[src/rtl/multicycle_ctrl.sv]
// multicycle_ctrl: fetch/decode/exec/mem/wb sequencer for a multi-cycle RV32I datapath.
// Drives datapath selects and strobes, handshakes the unified memory port, counts retirements.
`default_nettype none

module multicycle_ctrl #(
  parameter int RETIRE_W = 32
) (
  input  logic                clk,
  input  logic                rstn,
  input  logic [31:0]         instr,
  input  logic                br_taken,
  input  logic                mem_ready,
  output logic                ir_we,
  output logic                pc_we,
  output logic [1:0]          pc_sel,
  output logic                mem_req,
  output logic                mem_we,
  output logic                mem_addr_sel,
  output logic                alu_a_sel,
  output logic                alu_b_sel,
  output logic                reg_we,
  output logic [1:0]          wb_sel,
  output logic [2:0]          state,
  output logic                halted,
  output logic [RETIRE_W-1:0] retired
);

  typedef enum logic [2:0] {
    S_FETCH  = 3'd0,
    S_DECODE = 3'd1,
    S_EXEC   = 3'd2,
    S_MEM    = 3'd3,
    S_WB     = 3'd4,
    S_HALT   = 3'd7
  } state_t;

  localparam logic [6:0] c_OPC_OP     = 7'b0110011;
  localparam logic [6:0] c_OPC_OPIMM  = 7'b0010011;
  localparam logic [6:0] c_OPC_LUI    = 7'b0110111;
  localparam logic [6:0] c_OPC_AUIPC  = 7'b0010111;
  localparam logic [6:0] c_OPC_JAL    = 7'b1101111;
  localparam logic [6:0] c_OPC_JALR   = 7'b1100111;
  localparam logic [6:0] c_OPC_BRANCH = 7'b1100011;
  localparam logic [6:0] c_OPC_LOAD   = 7'b0000011;
  localparam logic [6:0] c_OPC_STORE  = 7'b0100011;

  state_t                state_q, state_d;
  logic [RETIRE_W-1:0]   retired_q;
  logic                  retire;
  logic                  req_raw;
  logic [6:0]            opc;
  logic                  legal;
  logic                  unused_instr_bits;

  assign opc               = instr[6:0];
  assign unused_instr_bits = ^instr[31:12];

  always_comb begin
    legal = 1'b0;
    case (opc)
      c_OPC_OP, c_OPC_OPIMM, c_OPC_LUI, c_OPC_AUIPC, c_OPC_JAL,
      c_OPC_JALR, c_OPC_BRANCH, c_OPC_LOAD, c_OPC_STORE: legal = 1'b1;
      default: legal = 1'b0;
    endcase
  end

  always_ff @(posedge clk or negedge rstn) begin
    if (!rstn) begin
      state_q   <= S_FETCH;
      retired_q <= '0;
    end else begin
      state_q <= state_d;
      if (retire) retired_q <= retired_q + 1'b1;
    end
  end

  always_comb begin
    state_d      = state_q;
    retire       = 1'b0;
    ir_we        = 1'b0;
    pc_we        = 1'b0;
    pc_sel       = 2'd0;
    req_raw      = 1'b0;
    mem_we       = 1'b0;
    mem_addr_sel = 1'b0;
    alu_a_sel    = 1'b0;
    alu_b_sel    = 1'b0;
    reg_we       = 1'b0;
    wb_sel       = 2'd0;
    halted       = 1'b0;

    case (state_q)
      S_FETCH: begin
        req_raw = 1'b1;
        if (mem_ready) begin
          ir_we   = 1'b1;
          state_d = S_DECODE;
        end
      end

      S_DECODE: state_d = legal ? S_EXEC : S_HALT;

      S_EXEC: begin
        alu_a_sel = (opc == c_OPC_AUIPC) || (opc == c_OPC_JAL);
        alu_b_sel = !((opc == c_OPC_OP) || (opc == c_OPC_BRANCH));
        if (opc == c_OPC_BRANCH) begin
          pc_we   = 1'b1;
          pc_sel  = {1'b0, br_taken};
          retire  = 1'b1;
          state_d = S_FETCH;
        end else if ((opc == c_OPC_LOAD) || (opc == c_OPC_STORE)) begin
          state_d = S_MEM;
        end else begin
          state_d = S_WB;
        end
      end

      // Address/direction are functions of state and instr only, so they hold through waits.
      S_MEM: begin
        req_raw      = 1'b1;
        mem_addr_sel = 1'b1;
        mem_we       = (opc == c_OPC_STORE);
        if (mem_ready) begin
          if (opc == c_OPC_STORE) begin
            pc_we   = 1'b1;
            retire  = 1'b1;
            state_d = S_FETCH;
          end else begin
            state_d = S_WB;
          end
        end
      end

      S_WB: begin
        reg_we = (instr[11:7] != 5'd0);
        case (opc)
          c_OPC_LOAD:             wb_sel = 2'd1;
          c_OPC_JAL, c_OPC_JALR:  wb_sel = 2'd2;
          c_OPC_LUI:              wb_sel = 2'd3;
          default:                wb_sel = 2'd0;
        endcase
        pc_we = 1'b1;
        case (opc)
          c_OPC_JAL:  pc_sel = 2'd1;
          c_OPC_JALR: pc_sel = 2'd2;
          default:    pc_sel = 2'd0;
        endcase
        retire  = 1'b1;
        state_d = S_FETCH;
      end

      S_HALT: halted = 1'b1;

      default: state_d = S_HALT;
    endcase
  end

  // Reset forces the request low combinationally, not just at the next edge.
  assign mem_req = req_raw & rstn;
  assign state   = state_q;
  assign retired = retired_q;

endmodule

`default_nettype wire

[config.mk]
export PLATFORM = sky130hd
export DESIGN_NAME = multicycle_ctrl
export DESIGN_NICKNAME = d
export VERILOG_FILES = /design/src/rtl/multicycle_ctrl.sv
export SDC_FILE = /design/constraint.sdc
export NUM_CORES = 1
export LEC_CHECK = 0
export CAP_MARGIN = 25
export CORE_ASPECT_RATIO = 0.8
export CORE_MARGIN = 2
export CORE_UTILIZATION = 38
export CTS_CLUSTER_DIAMETER = 30
export DETAILED_ROUTE_END_ITERATION = 8
export PLACE_DENSITY = 0.77
export SKIP_LAST_GASP = 1
export SLEW_MARGIN = 20
export SYNTH_ARGS = -nofsm -noshare
export SYNTH_HDL_FRONTEND = slang
export SYNTH_SLANG_ARGS = --single-unit
[constraint.sdc]
create_clock -name clk -period 1.9 [get_ports clk]
set_input_delay 0.285 -clock clk [delete_from_list [all_inputs] [get_ports clk]]
set_output_delay 0.285 -clock clk [all_outputs]
set_load 0.02 [all_outputs]
==> reports/summary.txt <==
Status -> finished, violations left
Hpwl dp -> 3.72 mm
Reg2Reg Setup Slack -> -0.19 ns
Fin. Hold Viols -> 0
Logic pwr share -> 35.5%
Die W -> 83.1 µm
Final cell count without fillers -> 359
Worst Tran Pin Value -> 0.442 ns
GP Congestion -> 0.871
Share of cells above drive strength 1 -> 32.0%
TritonCTS clock tree -> done
FF+latch count, synth -> 35
Post-synth cell types -> 42
Synth async-reset ratio -> 100%
Total grt overflow -> 0
Tmin final -> 2.09 ns
Crit Path Category -> reg2reg
Worst skew pair latency -> 0.30 ns
FF-to-FF End -> retired[24]
Syn-to-layout area delta -> 66.3%
Clk pin slew, worst setup/hold paths -> 0.08 ns
Number of core rows -> 23
Post-synth top area share -> 46.0%
Placed cells -> 342
Yosys warning total -> 0
Unrepaired setup endpoints after global routing -> true
Final ANT Viol Nets -> 0
TritonRoute pass-1 iters -> 4
Violated checks -> negative setup slack
Core area -> 4920 µm²
Fill cells -> 403
Min-Delay Path Class -> in2async
Startpoint types -> flop
Top cells by count, synth -> 35 x dfrtp_1, 24 x xnor2_1, 13 x and3_1, 13 x nand2_1, 12 x nand4_1
Syn nets -> 223
Max-slew violation count -> 0
Root Driver -> clkbuf_8
Top FF cell, synth -> dfrtp_1
Die Y -> 67.3 µm
Sw Ratio -> 30.6%
Post-synth EDFFs -> 0
Via count -> 1,839
DRT Wirelength -> 5.27 mm
Internal power -> 1820 µW
Dominant cell by count in the synthesized netlist -> dfrtp_1
Nets -> 333
Slowest Stage Delay on Critical Path -> 0.43 ns
Cell area after synthesis -> 1900 µm²
F_max -> 0.479 GHz
IO Pins -> 84
Rel. slew slack -> 70.5%
Peak supply drop -> 730 µV
Port Buffer Count -> 63
Area of the multi-input gates -> 1090 µm²
Crit. End Element -> flop
Clock power frac -> 30.8%
Synth area leaders -> dfrtp_1 46%, xnor2_1 11%, and3_1 4.3%
PwrDens -> 829 nW/µm²
Area leader, netlist -> dfrtp_1
Leakage -> 0.00140 µW
Starting density of the core -> 38.7%
Clock skew -> 0.00812 ns
GRT Total Usage -> 19.0%
Number of max-cap violations -> 0
Total CTS buffers -> 5
Worst EP arrival -> 2.30 ns
Register Area -> 880 µm²
CTS HTree Levels -> 2
Crit-path slowest cell -> dfrtp_2
First-pass GRT wire length -> 8.31 mm
Sum Neg Setup Slack -> -2.22 ns
DRC violations left -> 0
Fin crit share -> 110%
Initial antenna violation count -> 0
Routed len/inst -> 14.7 µm
Longest Clk Path Bufs -> 2
DP Worst Slack -> -0.714 ns
# diodes -> 0
Die area -> 5590 µm²
Sequential area share after synthesis -> 46.0%
Vias per cell -> 5.12
Cell chain of the critical path -> or3b_4, o31a_1, buf_6, a2111oi_4, buf_4, xor2_1
R2R cell count -> 6
Final setup vio count -> 28
Vias in the first global route -> 1,748
Sequential Power Share -> 33.7%
DR iter-0 viols -> 61
Clock sink count -> 35
Worst-path fanout max -> 4
Worst R2R Start -> state[0]
Pin count of the biggest net entering global routing -> 36
Overall power -> 2620 µW
Mapped Cells -> 186
WP data required -> 2.12 ns
Setup ws final -> -0.186 ns
Avg Inst Size Synth -> 10.2 µm²
Switching power -> 802 µW
[layer usage]
metal  vias to the layer above  part of all wire (%)  global-route usage (%)
met5                         -                     0                       0
met4                         0                   1.2                    5.53
met3                         6                   3.3                    5.13
met2                        30                    48                    31.9
met1                       909                    48                    24.5
li1                        894                     -                       -
[flip-flops by register name, summed over array words and instances (netlist names)]
register and cells:
state 3, retired 32
[metrics by stage]
stage	utilization, %	cell area [µm²]	hold slack (ns)
after floorplan	-	1930	-0.0106
after global placement	58.5	2880	0.470
after detailed placement	58.5	2880	0.469
after CTS	62.6	3080	0.478
after global routing	64.3	3170	0.491
final	64.3	3170	0.469
[power groups by stage]
stage	clock network, µW	registers [µW]	logic, µW
3_5_place_dp	0	905	780
2_1_floorplan	0	980	281
3_3_place_gp	0	905	769
6_report	807	885	932
5_1_grt	855	898	1000
4_1_cts	815	883	871
[cells in the final DEF (no fill, tap or decap), types with 2 or more instances in the layout]
cell type | netlist | final
nand3_1 | 11 | 11
xor2_1 | 8 | 8
clkdlybuf4s50_1 | 0 | 43
inv_1 | 5 | 5
xnor2_1 | 24 | 24
and4_1 | 4 | 4
mux2_2 | 2 | 2
nor2_2 | 0 | 2
nand4_1 | 12 | 12
buf_4 | 0 | 40
and2_1 | 3 | 2
buf_2 | 1 | 3
nor3_2 | 0 | 3
nor3_1 | 9 | 5
buf_6 | 1 | 11
and3_1 | 13 | 13
nand3b_1 | 2 | 2
clkbuf_2 | 0 | 2
a21oi_1 | 4 | 2
or3_1 | 2 | 2
clkdlybuf4s15_1 | 0 | 2
a21oi_4 | 0 | 2
or3b_4 | 0 | 4
clkbuf_8 | 0 | 5
dlygate4sd2_1 | 0 | 3
nor2_1 | 8 | 5
nand2_1 | 13 | 12
bufinv_16 | 0 | 2
dfrtp_1 | 35 | 32
o21ai_0 | 4 | 4
dfrtp_2 | 0 | 3
[worst max-delay path: cells and delay by family (launching register included)]
family | cells | cell delay [ns]
compound gates | 2 | 0.72
xor+xnor | 1 | 0.14
buf+inv | 2 | 0.33
flops | 1 | 0.43
simple gates | 1 | 0.40
[cell families (layout without fill, tap and decap cells)]
kind of cell	count (synthesis)	in the layout	synth area share (%)
AO/OA/AOI/OAI	19	19	8.15
adder cells (fa/ha/maj)	1	1	0.657
buffers and inverters	8	119	2.04
AND/OR/NAND/NOR	89	89	27.2
XOR/XNOR	32	32	14.7
flip-flops	35	35	46.0
multiplexers	2	2	1.18
[layout make-up]
class | count | area share [%]
inverter | 5 | 0.593
tap | 62 | 2.45
clock buffer | 5 | 2.17
clock inverter | 3 | 2.13
timing repair buffer | 106 | 30.3
sequential | 35 | 27.8
multi-input combinational | 143 | 34.6
[how the worst max path moves through the flow]
stage / from / to / slack (ns)
CTS: state[2] / retired[24] / -0.19
global route: state[0] / retired[24] / -0.25
detailed placement: instr[2] / pc_we / -0.71
finish: state[0] / retired[24] / -0.19
floorplan: state[0] / retired[26] / -0.16
global placement: instr[2] / pc_we / -0.70
[repair_timing]
action | 4_1_cts | 5_1_grt
hold buffers | 0 | 0
resized for setup | 83 | 23
pin swaps | 12 | 9
setup buffers | 6 | 3
cloned | 0 | 0
endpoints found under the setup margin | 43 | 38
(Power assumes the default switching activity.)
